### src/rtl/pb_event_pkg.sv
// Purpose : shared types and default timing constants for the push-button event decoder.
// Contents: pb_state_t (decoder FSM states), default LONG/DCLICK/CNT widths, pb_max helper.
// Used by : pb_event_decoder (import pb_event_pkg::*).
package pb_event_pkg;

  typedef enum logic [2:0] {
    IDLE   = 3'd0,
    PRESS1 = 3'd1,
    GAP    = 3'd2,
    PRESS2 = 3'd3,
    LONG   = 3'd4
  } pb_state_t;

  // 0.5 s long press and 0.25 s double-click window at 100 MHz.
  localparam int unsigned PB_LONG_CYC_DEF   = 50_000_000;
  localparam int unsigned PB_DCLICK_CYC_DEF = 25_000_000;
  localparam int unsigned PB_CNT_W_DEF      = 8;

  function automatic int unsigned pb_max(input int unsigned a, input int unsigned b);
    return (a > b) ? a : b;
  endfunction

endpackage

### src/rtl/pb_edge_detect.sv
// Purpose : edge detector on the debounced button level; rise/fall are combinational on d.
// Latency : rise/fall valid in the same cycle d changes; q is d delayed by one clock.
// Ports   : clk, rst (async active-low), d in; rise, fall, q (previous level) out.
module pb_edge_detect (
  input  logic clk,
  input  logic rst,
  input  logic d,
  output logic rise,
  output logic fall,
  output logic q
);

  logic prev_q;

  // Resetting to 1 means a button held through reset is not seen as a press;
  // it has to be released and pressed again.
  always_ff @(posedge clk or negedge rst) begin
    if (!rst) begin
      prev_q <= 1'b1;
    end else begin
      prev_q <= d;
    end
  end

  assign rise = d & ~prev_q;
  assign fall = ~d & prev_q;
  assign q    = prev_q;

endmodule

### src/rtl/pb_event_decoder.sv
// Purpose : turns the debounced button level into press/release/single/double/long one-cycle pulses.
// Latency : every output is registered, 1 clk from a DEBOUNCED change to its pulse.
// Backpressure: none; pulses are fire-and-forget, downstream must sample every cycle.
// Ports   : clk, rst (async active-low), DEBOUNCED in; press_pulse, release_pulse, single_click,
//           double_click, long_press, held, press_count[CNT_W] out.
// Option  : define PB_EVT_COUNT_EN to build the saturating press counter; otherwise press_count is 0.
module pb_event_decoder
  import pb_event_pkg::*;
#(
  parameter int unsigned LONG_CYC   = PB_LONG_CYC_DEF,
  parameter int unsigned DCLICK_CYC = PB_DCLICK_CYC_DEF,
  parameter int unsigned CNT_W      = PB_CNT_W_DEF
) (
  input  logic             clk,
  input  logic             rst,
  input  logic             DEBOUNCED,
  output logic             press_pulse,
  output logic             release_pulse,
  output logic             single_click,
  output logic             double_click,
  output logic             long_press,
  output logic             held,
  output logic [CNT_W-1:0] press_count
);

  localparam int unsigned TMR_W = $clog2(pb_max(LONG_CYC, DCLICK_CYC)) + 1;
  localparam logic [TMR_W-1:0] LONG_LAST   = TMR_W'(LONG_CYC - 1);
  localparam logic [TMR_W-1:0] DCLICK_LAST = TMR_W'(DCLICK_CYC - 1);

  logic rise, fall, prev_lvl;

  pb_edge_detect u_edge (
    .clk  (clk),
    .rst  (rst),
    .d    (DEBOUNCED),
    .rise (rise),
    .fall (fall),
    .q    (prev_lvl)
  );

  pb_state_t        state_q, state_d;
  logic [TMR_W-1:0] timer_q, timer_d;
  logic             long_d, single_d, double_d;

  always_comb begin
    state_d  = state_q;
    long_d   = 1'b0;
    single_d = 1'b0;
    double_d = 1'b0;
    case (state_q)
      IDLE: begin
        if (rise) state_d = PRESS1;
      end
      PRESS1: begin
        // A release in the expiry cycle is a short press, not a long one.
        if (fall) begin
          state_d = GAP;
        end else if (timer_q == LONG_LAST) begin
          long_d  = 1'b1;
          state_d = LONG;
        end
      end
      GAP: begin
        // A second press in the expiry cycle still counts as a double click.
        if (rise) begin
          double_d = 1'b1;
          state_d  = PRESS2;
        end else if (timer_q == DCLICK_LAST) begin
          single_d = 1'b1;
          state_d  = IDLE;
        end
      end
      PRESS2, LONG: begin
        if (fall) state_d = IDLE;
      end
      default: state_d = IDLE;
    endcase
  end

  // Timer measures time spent in the current state; it saturates so that long
  // dwell in IDLE/PRESS2/LONG cannot wrap back onto an expiry value.
  always_comb begin
    timer_d = timer_q;
    if (state_d != state_q) begin
      timer_d = '0;
    end else if (timer_q != '1) begin
      timer_d = timer_q + TMR_W'(1);
    end
  end

  logic press_q, release_q, single_q, double_q, long_q, armed_q;

  always_ff @(posedge clk or negedge rst) begin
    if (!rst) begin
      state_q   <= IDLE;
      timer_q   <= '0;
      press_q   <= 1'b0;
      release_q <= 1'b0;
      single_q  <= 1'b0;
      double_q  <= 1'b0;
      long_q    <= 1'b0;
      armed_q   <= 1'b0;
    end else begin
      state_q   <= state_d;
      timer_q   <= timer_d;
      press_q   <= rise;
      release_q <= fall;
      single_q  <= single_d;
      double_q  <= double_d;
      long_q    <= long_d;
      armed_q   <= 1'b1;
    end
  end

  assign press_pulse   = press_q;
  assign release_pulse = release_q;
  assign single_click  = single_q;
  assign double_click  = double_q;
  assign long_press    = long_q;
  // prev_lvl already holds DEBOUNCED delayed one clock but resets high;
  // armed_q masks it to 0 until the first clock after reset.
  assign held          = prev_lvl & armed_q;

`ifdef PB_EVT_COUNT_EN
  logic [CNT_W-1:0] count_q;

  always_ff @(posedge clk or negedge rst) begin
    if (!rst) begin
      count_q <= '0;
    end else if (rise && (count_q != '1)) begin
      count_q <= count_q + CNT_W'(1);
    end
  end

  assign press_count = count_q;
`else
  assign press_count = '0;
`endif

endmodule

### config.mk
export PLATFORM = sky130hd
export DESIGN_NAME = pb_event_decoder
export DESIGN_NICKNAME = d
export VERILOG_FILES = /design/src/rtl/pb_event_pkg.sv /design/src/rtl/pb_edge_detect.sv /design/src/rtl/pb_event_decoder.sv
export SDC_FILE = /design/constraint.sdc
export NUM_CORES = 1
export LEC_CHECK = 0
export BUFFER_PORTS_ARGS = -buffer_cell sky130_fd_sc_hd__buf_2
export CAP_MARGIN = 40
export CELL_PAD_IN_SITES_DETAIL_PLACEMENT = 0
export CELL_PAD_IN_SITES_GLOBAL_PLACEMENT = 1
export CORE_MARGIN = 2
export CORE_UTILIZATION = 37
export CTS_CLUSTER_SIZE = 30
export DETAILED_ROUTE_END_ITERATION = 6
export GPL_TIMING_DRIVEN = 0
export PLACE_DENSITY_LB_ADDON = 0.1
export SYNTH_ARGS = -nofsm -noshare
export SYNTH_HDL_FRONTEND = slang
export SYNTH_SLANG_ARGS = --single-unit
export TNS_END_PERCENT = 100
### constraint.sdc
create_clock -name clk -period 4.5 [get_ports clk]
set_input_delay 1.35 -clock clk [delete_from_list [all_inputs] [get_ports clk]]
set_output_delay 1.35 -clock clk [all_outputs]
set_load 0.01 [all_outputs]
==> summary.md, run 1 <==
| Metric | Value |
|---|---|
| Status | `finished clean` |
| P&R area growth vs syn | `12.8%` |
| Clk_lat worst skew | `300 ps` |
| Post-cts sizing count | `0` |
| DR WL/cell | `about 15 um` |
| Most common cell in the netlist | `dfrtp_1` |
| Synth top area share | `43.2%` |
| Port bufs | `8` |
| Via density | `5.21` |
| Setup-failing EPs final | `0` |
| DRC Markers | `0` |
| H-tree depth | `2` |
| Crit share post-route | `57.7%` |
| Slew HR | `between 30% and 40%` |
| Worst setup path class | `in2reg` |
| Layout Nets | `about 260` |
| Final hold vios | `0` |
| Unrepaired setup endpoints after global routing | `false` |
| #FFs+latches synth | `37` |
| Asr flop ratio synth | `between 90% and 100%` |
| GRT Total Usage | `approximately 17%` |
| Register area | `between 900 and 1000 um^2` |
| Synth warnings | `0` |
| Max cap viols | `0` |
| Post-CTS Setup Repair Bufs | `0` |
| Cell row count | `27` |
| DIE HEIGHT | `roughly 80 um` |
| Ports | `17` |
| CP required | `approximately 4700 ps` |
| Initial DRC Count | `100` |
| Num CTS Buffers | `5` |
| Worst setup EP type | `register` |
| Antenna Nets Post-Route | `0` |
| Starting Density | `between 30% and 40%` |
| Area leader, netlist | `dfrtp_1` |
| Clock sinks | `37` |
| Multi-input logic area | `1040 um^2` |
| Achievable Freq | `0.385 GHz` |
| Initial antenna violation count | `0` |
| Cells after Synth | `between 200 and 250` |
| EDFF count, synth | `0` |
| Dpl cell area | `approximately 2300 um^2` |
| Area of the core | `between 5000 and 6000 um^2` |
| Via count | `1,699` |
| DR pass1 iterations | `4` |
| Grt ovf | `0` |
| Pwr Density | `around 320 nW/um^2` |
| Largest net degree at the start of global routing | `29` |
| Post-layout min period | `between 2000 and 3000 ps` |
| Tightest Pin Transition | `between 900 and 1000 ps` |
| CTS clk-pin slew, worst paths | `roughly 70 ps` |
| Clk_skew | `between 5 and 6 ps` |
| Die width | `about 79 um` |
| Full die area | `around 6300 um^2` |
| Routability cong. | `approximately 0.75` |
| Synth area leaders | `dfrtp_1, nor2_1, nand4_1` |
| CTS tree | `built` |
| Ys flop type | `dfrtp_1` |
| Diodes inserted | `0` |
| Fin Hold WS | `554 ps` |
| Count of hold-fix buffers inserted at cts | `0` |
| Seq/Total Area, Yosys | `around 44%` |
| Vias in the first global route | `between 1,500 and 2,000` |
| Leakage power | `between 0.9 and 1 nW` |
| Hpwl dp | `3430 um` |
| Cell area after layout | `approximately 2400 um^2` |
| Worst EP arrival | `2780 ps` |
| Synth Cell Area | `between 2000 and 2500 um^2` |
| Filler Cells Inserted | `~570` |
| Synth cell types | `43` |
| Worst vdd ir | `194 uV` |
| CP max FO | `10` |
| Setup crit start kind | `primary input` |
| Post-route setup TNS | `0 ps` |
| Wirelength, routed | `roughly 4700 um` |
| Most instantiated cells after synthesis | `dfrtp_1, nor2_1, nand4_1` |
| Mean Syn Cell Area | `between 9 and 10 um^2` |
| HP Class | `reg2reg` |
| Clk buf depth | `2` |
| First-pass GRT wire length | `8310 um` |
| Layout cells sized above 1 | `around an eighth` |
| Max-slew violations | `0` |
| Clock Tree Root | `clkbuf_8` |
worst max-delay path: stages:
cell	delay (ps)
buf_2	110
nor2b_1	90
clkbuf_1	260
nand2b_1	180
nor3b_1	190
a211o_1	150
buf_4	170
buf_4	200
nor2_1	70
stage by stage:
stage               cells  worst slack [ps]  total power, mW  util (%)
finish                326              1900            0.745      43.0
CTS                   326              1860            0.756      43.0
detailed placement    318              1550            0.507      41.3
floorplan             237              1910            0.467         -
global placement      317              1540            0.505      40.9
global route          326              1690            0.795      43.0
registers in the layout, indices dropped and copies added, names as in the netlist:
name and flops:
press_pulse 1, armed_q 1, timer_q 27, u_edge.q 1
double_click 1, release_pulse 1, state_q 3, long_press 1
single_click 1
worst paths after layout:
check	startpoint	to	slack, ps	depth (start not counted)
hold / removal	timer_q[5]	timer_q[5]	550	2
max in group asynchronous	rst	u_edge.q	3080	2
setup reg to reg	timer_q[12]	timer_q[6]	1900	7
min in group asynchronous	rst	timer_q[9]	910	1
hold reg to reg	timer_q[5]	timer_q[5]	550	2
setup / recovery	DEBOUNCED	timer_q[26]	1900	9
cells in the final DEF, fill, tap and decap left out, types with 3 or more instances in the layout:
cell type,instances
clkbuf_1,13
nor2_1,32
nor4_1,5
nand3_1,8
mux2i_1,3
and4_1,5
nor3_1,7
clkbuf_8,6
dfrtp_1,36
nand4_1,18
xnor2_1,12
or3_1,9
o21ai_0,5
a211oi_1,5
buf_4,12
conb_1,9
xor2_1,3
and3_1,3
a21oi_1,12
nand2_1,9
and2_1,5
buf_2,8
power by group:
part | switching [mW] | internal, mW
logic | 0.0761 | 0.0485
registers | 0.0186 | 0.356
clock network | 0.121 | 0.125
cell type report:
type / instances / share of cell area [%]
Buffer: 24 / 5.75
Sequential cell: 37 / 39.4
Multi-Input combinational cell: 174 / 44.3
Clock buffer: 8 / 3.83
Tap cell: 72 / 3.83
Timing Repair Buffer: 9 / 2.55
Inverter: 2 / 0.319
kinds of logic after synthesis:
group	Yosys count	share of synthesized area, %
other cells	2	0.360
flops	37	44.5
compound gates	31	9.24
simple gates	114	30.2
buf+inv	26	6.84
mux	4	1.98
xor+xnor	15	6.30
fa+ha+maj	1	0.600
layer usage:
layer | GRT usage, % | vias to the layer above | share of wire [%] | wire [um]
li1 | - | 865 | - | -
met1 | 24.3 | 795 | 48 | 2290
met2 | 26.6 | 33 | 45 | 2130
met3 | 3.86 | 6 | 5.3 | 253
met4 | 6.03 | 0 | 1.3 | 64
met5 | 0 | - | 0 | 0
Note: power is estimated with default switching activity, not from simulation.
==> inputs of run 2 (changes only) <==
clock period = 2.3 ns   (was 4.5 ns; I/O delays follow)
==> run 2 against run 1 <==
Count of clock-buffer cells in the layout stayed put. Non-clock buffer count is 3 higher. Via count is 2.2% higher. Die area stayed put. Cell area is 6.1% higher. Routed wire length is 4.2% higher. Worst setup slack worse by 1900 ps. Cell count is 0.92% higher. Combinational power is 140% higher. Global-route usage is 0.34 points higher. Highest routed layer unchanged.
==> summary.md, run 2 (synthesis results as in run 1) <==
| Metric | Value |
|---|---|
| Status | `finished clean` |
| Post-route setup TNS | `0 ps (unchanged)` |
| Layout Nets | `260 (+1.2%)` |
| Commonest non-fill, non-tap cells in the layout | `dfrtp_1, nor2_1, nand4_1, buf_4, xnor2_1` |
| Vias in the first global route | `1,663 (+3.2%)` |
| Num CTS Buffers | `5 (unchanged)` |
| Routed wl met2 | `2250 um (+5.7%)` |
| Pwr Density | `604 nW/um^2 (+91%)` |
| Area of the core | `5470 um^2 (unchanged)` |
| Clk_lat worst skew | `290 ps (about the same)` |
| Largest net degree at the start of global routing | `29 (unchanged)` |
| Largest Register | `timer_q` |
| Post-layout min period | `about 2300 ps` |
| Met3 WL | `203 um (-20%)` |
| Wirelength, routed | `4940 um (+4.2%)` |
| Critical path destination | `timer_q[1]` |
| Port bufs | `8 (unchanged)` |
| Non-Filler Instances | `329 (+0.92%)` |
| Die width | `79.1 um (unchanged)` |
| Via density | `5.28 (+1.2%)` |
| Max reg flops | `27 (unchanged)` |
| Worst vdd ir | `314 uV (+62%)` |
| Leakage power | `1.07 nW (+8.0%)` |
| R2R Setup Slk | `50 ps (-1850 ps)` |
| CTS tree | `built` |
| WL met1 | `2420 um (+5.7%)` |
| RR Endpoint | `timer_q[1]` |
| Register area | `928 um^2 (+0.13%)` |
| Clock Tree Root | `clkbuf_8` |
| H-tree depth | `2 (unchanged)` |
| Top Layer Used | `met4` |
| CP required | `2490 ps (-2190 ps)` |
| Initial DRC Count | `99 (-1.0%)` |
| Largest regs | `timer_q x27, state_q x3` |
| HP Class | `in2async` |
| CTS clk-pin slew, worst paths | `70 ps (about the same)` |
| Post-placement cell count | `318 (unchanged)` |
| Setup crit start kind | `register` |
| DR WL/cell | `15.0 um (+3.3%)` |
| P&R area growth vs syn | `19.7%` |
| Initial antenna violation count | `0 (unchanged)` |
| Worst R2R Path Depth | `7 (unchanged)` |
| Worst r2r src | `timer_q[11]` |
| Worst setup EP type | `register` |
| Filler Cells Inserted | `557 (-1.6%)` |
| Clock sinks | `37 (unchanged)` |
| Max-slew violations | `0 (unchanged)` |
| Layout cells sized above 1 | `18.7% (+6.1 points)` |
| Full die area | `6250 um^2 (unchanged)` |
| Hpwl dp | `3430 um (unchanged)` |
| Unrepaired setup endpoints after global routing | `true` |
| Setup-failing EPs final | `0 (unchanged)` |
| CP max FO | `9 (-1)` |
| Multi-input logic area | `1090 um^2 (+4.3%)` |
| Count of hold-fix buffers inserted at cts | `0 (unchanged)` |
| Final hold vios | `0 (unchanged)` |
| Clk buf depth | `2 (unchanged)` |
| Setup crit start | `timer_q[11]` |
| DIE HEIGHT | `79.1 um (unchanged)` |
| DRC Markers | `0 (unchanged)` |
| Antenna Nets Post-Route | `0 (unchanged)` |
| Routability cong. | `0.754 (unchanged)` |
| Commonest non-fill, non-tap cell in the layout | `dfrtp_1` |
| Cell row count | `27 (unchanged)` |
| Grt ovf | `0 (unchanged)` |
| Ports | `17 (unchanged)` |
| Final core occ | `45.6% (+2.6 points)` |
| Worst EP arrival | `2440 ps (-340 ps)` |
| GRT Total Usage | `17.7% (+0.34 points)` |
| Clk_skew | `6.05 ps (+1.02 ps)` |
| Via count | `1,736 (+2.2%)` |
| Crit share post-route | `a little under 100%` |
| Worst setup path class | `reg2reg` |
| Achievable Freq | `about 0.44 GHz` |
| Starting Density | `38.1% (unchanged)` |
| DR pass1 iterations | `4 (unchanged)` |
| Max cap viols | `0 (unchanged)` |
| Diodes inserted | `0 (unchanged)` |
| First-pass GRT wire length | `8510 um (+2.3%)` |
## run 2: cell count changes in the layout (fill, tap and decap cells not counted), sizes merged
cell    previous run  this run
buf               22        27
clkbuf            19        17
## run 2: worst min path at each step
stage / startpoint / to / slack, ps / depth (start not counted)
after floorplan: rst / armed_q / 390 / 0
after global routing: rst / timer_q[9] / 260 / 1
final: rst / timer_q[9] / 250 / 1
after detailed placement: timer_q[5] / timer_q[5] / 540 / 2
after global placement: timer_q[5] / timer_q[5] / 530 / 2
after CTS: rst / timer_q[9] / 260 / 1
## run 2: routing by layer
| layer | global-route usage, % | up-vias |
|---|---|---|
| met4 | 5.69 | 0 |
| met1 | 24.8 | 825 |
| met5 | 0 | - |
| met3 | 3.86 | 7 |
| met2 | 27.4 | 34 |
| li1 | - | 870 |
## run 2: critical path, cell delays in order (launching register included)
cell       delay, ps
dfrtp_1          400
or4b_4           530
or4_4            460
nor4_4           230
a211o_1          140
buf_6            160
clkbuf_16        160
nor2_1            40
## run 2: power breakdown
part | internal, mW | total (mW) | switching [mW]
Combinational | 0.131 | 0.297 | 0.166
Sequential | 0.696 | 0.732 | 0.0366
Clock | 0.245 | 0.478 | 0.234
Total | 1.07 | 1.51 | 0.437
## run 2: cell type report
class / count / share of cell area, %
Sequential cell: 37 / 37.2
Clock buffer: 8 / 3.61
Tap cell: 72 / 3.61
Multi-Input combinational cell: 174 / 43.5
Buffer: 20 / 5.82
Inverter: 2 / 0.301
Timing Repair Buffer: 16 / 5.92
## run 2: metrics by stage
| step | hold slack (ps) | power [mW] | instance area, um^2 | setup WS (ps) |
|---|---|---|---|---|
| finish | 252 | 1.51 | 2490 | 49.0 |
| global placement | 527 | 0.989 | 2240 | -243 |
| detailed placement | 537 | 0.992 | 2260 | -239 |
| floorplan | 394 | 0.914 | 2110 | 71.3 |
| global route | 261 | 1.61 | 2490 | -35.7 |
| CTS | 257 | 1.50 | 2430 | 22.0 |
## run 2: what timing repair did
action / in CTS / in global routing
gates cloned: 0 / 2
endpoints found under the setup margin: 28 / 27
pin swaps: 1 / 2
resized for setup: 11 / 7
buffers inserted: 4 / 1
==> inputs of run 3 (changes only) <==
ABC_AREA = 1   (was not set)
==> run 3 against run 2 <==
Combinational power rose by 86%. Cell count rose by 35%. Utilization fell by 2.8 points.
==> summary.md, run 3 <==
| Metric | Value |
|---|---|
| Status | `finished clean` |
| Top Layer Used | `met4` |
| Routability cong. | `0.876 (+16%)` |
| Largest net degree at the start of global routing | `20 (-31%)` |
| Worst vdd ir | `322 uV (+2.5%)` |
| Ports | `17 (unchanged)` |
| Largest Register | `timer_q` |
| CP max FO | `10 (+1)` |
| Full die area | `7350 um^2 (+18%)` |
| Initial DRC Count | `83 (-16%)` |
| Worst setup margin | `235 ps (+186 ps)` |
| Most common cell in the netlist | `nand2_1` |
| CP bufs+invs | `2 (unchanged)` |
| Synth top area share | `36.4% (-6.8 points)` |
| Commonest non-fill, non-tap cell in the layout | `nand2_1` |
| Post-CTS Setup Repair Bufs | `0 (-4)` |
| Clk_lat worst skew | `290 ps (about the same)` |
| Achievable Freq | `0.484 GHz (+9.0%)` |
| Setup crit start kind | `register` |
| Grt ovf | `0 (unchanged)` |
| Ys flop type | `dfrtp_1` |
| Seq/Total Area, Yosys | `37.5% (-7.0 points)` |
| Synth area leaders | `dfrtp_1, nand2_1, inv_1` |
| Worst setup path class | `reg2reg` |
| Pwr Density | `643 nW/um^2 (+6.4%)` |
| Mean Syn Cell Area | `7.19 um^2 (-21%)` |
| Initial antenna violation count | `0 (unchanged)` |
| Layout cells sized above 1 | `21.0% (+2.3 points)` |
| DR WL/cell | `13.5 um (-10%)` |
| Diodes inserted | `0 (unchanged)` |
| CP max stage cell | `dfrtp_1` |
| CTS tree | `built` |
| Largest regs | `timer_q x27, state_q x3` |
| Hpwl dp | `4840 um (+41%)` |
| Clk_skew | `5.90 ps (-0.151 ps)` |
| GRT Total Usage | `18.0% (+0.30 points)` |
| Crit-path max cell delay | `410 ps (-120 ps)` |
| Worst-path cell chain | `ha_1, inv_1, nor2_4, nand2_2, nor2_1, nand2_1, nand2_1, nand2_1, nor2_2, nor2_2, nand2_4, buf_6, nor2_2` |
| H-tree depth | `2 (unchanged)` |
| P&R area growth vs syn | `11.2%` |
| CP required | `2480 ps (about the same)` |
| Commonest non-fill, non-tap cells in the layout | `nand2_1, inv_1, nor2_1, dfrtp_1` |
| Filler Cells Inserted | `704 (+26%)` |
| Final core occ | `42.8% (-2.8 points)` |
| CP delay by family, top | `simple AND/OR/NAND/NOR gates` |
| Post-route setup TNS | `0 ps (unchanged)` |
| Register area | `927 um^2 (-0.13%)` |
| Worst setup EP type | `register` |
| R2R Setup Slk | `240 ps (+190 ps)` |
| Post-cts sizing count | `0 (-11)` |
| Max reg flops | `27 (unchanged)` |
| Die width | `85.7 um (+8.5%)` |
| Count of hold-fix buffers inserted at cts | `0 (unchanged)` |
| Crit path depth | `13 (+6)` |
| Routed wl met2 | `2720 um (+21%)` |
| Unrepaired setup endpoints after global routing | `false` |
| Area leader, netlist | `dfrtp_1` |
| Crit share post-route | `89.8% (-8.1 points)` |
| EDFF count, synth | `0 (unchanged)` |
| Antenna Nets Post-Route | `0 (unchanged)` |
| #FFs+latches synth | `37 (unchanged)` |
| Worst R2R Path Depth | `13 (+6)` |
| Setup-failing EPs final | `0 (unchanged)` |
| Cells after Synth | `344 (+50%)` |
| Post-layout min period | `2060 ps (-186 ps)` |
| WL met1 | `2930 um (+21%)` |
| First-pass GRT wire length | `10,300 um (+21%)` |
| Port bufs | `8 (unchanged)` |
| Wirelength, routed | `5990 um (+21%)` |
| Starting Density | `38.5% (+0.41 points)` |
| Clock Tree Root | `clkbuf_8` |
| Vias in the first global route | `2,074 (+25%)` |
| Leakage power | `1.26 nW (+17%)` |
| Via count | `2,126 (+22%)` |
| Worst EP arrival | `2240 ps (-200 ps)` |
| CTS clk-pin slew, worst paths | `80 ps (about the same)` |
| Fin Hold WS | `355 ps (+103 ps)` |
| Clock sinks | `37 (unchanged)` |
| Post-placement cell count | `437 (+37%)` |
| Met3 WL | `242 um (+19%)` |
| Non-Filler Instances | `444 (+35%)` |
| Cell row count | `29 (+7.4%)` |
| DIE HEIGHT | `85.7 um (+8.5%)` |
| Max-slew violations | `0 (unchanged)` |
| Via density | `4.79 (-9.3%)` |
| DRC Markers | `0 (unchanged)` |
| Multi-input logic area | `1280 um^2 (+18%)` |
| Synth cell types | `30 (-30%)` |
| DP Worst Slack | `82.6 ps (+322 ps)` |
| Asr flop ratio synth | `100% (unchanged)` |
| Synth warnings | `0 (unchanged)` |
| Clk buf depth | `2 (unchanged)` |
| HP Class | `in2async` |
| DR pass1 iterations | `6 (+2)` |
| Area of the core | `6420 um^2 (+17%)` |
| Layout Nets | `371 (+43%)` |
| Num CTS Buffers | `5 (unchanged)` |
| Most instantiated cells after synthesis | `nand2_1, inv_1, nor2_1, dfrtp_1` |
| Final hold vios | `0 (unchanged)` |
| Max cap viols | `0 (unchanged)` |
| Synth Cell Area | `2470 um^2 (+19%)` |
## run 3: cell count changes after synthesis, moves of 11 or more
cell and change:
nand3_1 +17, nor2_2 +25, a21oi_1 -11, nand2_1 +71
inv_1 +44, clkbuf_1 -11
## run 3: worst paths after layout
check,startpoint,to
worst min register to register,timer_q[20],timer_q[20]
min in group clk,DEBOUNCED,u_edge.q
worst min-delay path,rst,timer_q[3]
worst max register to register,timer_q[0],timer_q[5]
max in group asynchronous,rst,u_edge.q
worst max-delay path,timer_q[0],timer_q[5]
## run 3: cell type report
class | instances | share of cell area, %
Inverter | 53 | 7.24
Clock buffer | 7 | 3.14
Sequential cell | 37 | 33.7
Multi-Input combinational cell | 250 | 46.5
Buffer | 11 | 3.41
Tap cell | 77 | 3.50
Timing Repair Buffer | 9 | 2.46
## run 3: where the power goes
part | internal (mW) | switching (mW) | total, mW
logic | 0.177 | 0.375 | 0.552
registers | 0.697 | 0.0496 | 0.746
clock network | 0.238 | 0.231 | 0.470
total | 1.11 | 0.656 | 1.77
## run 3: per-stage QoR
step                      power (mW)  area [um^2]
after floorplan                 1.17         2500
after global placement          1.31         2640
after detailed placement        1.32         2660
after CTS                       1.80         2750
after global routing            1.88         2750
final                           1.77         2750
## run 3: kinds of logic after synthesis
logic type | share of synthesized area [%]
compound gates | 4.45
xor+xnor | 3.54
fa+ha+maj | 0.506
buf+inv | 11.8
flops | 37.5
other cells | 0.304
simple gates | 41.9
## run 3: layer usage
metal	track usage [%]	vias up
met3	2.31	9
met1	25.8	973
li1	-	1103
met4	5.34	0
met2	28.6	41
met5	0	-
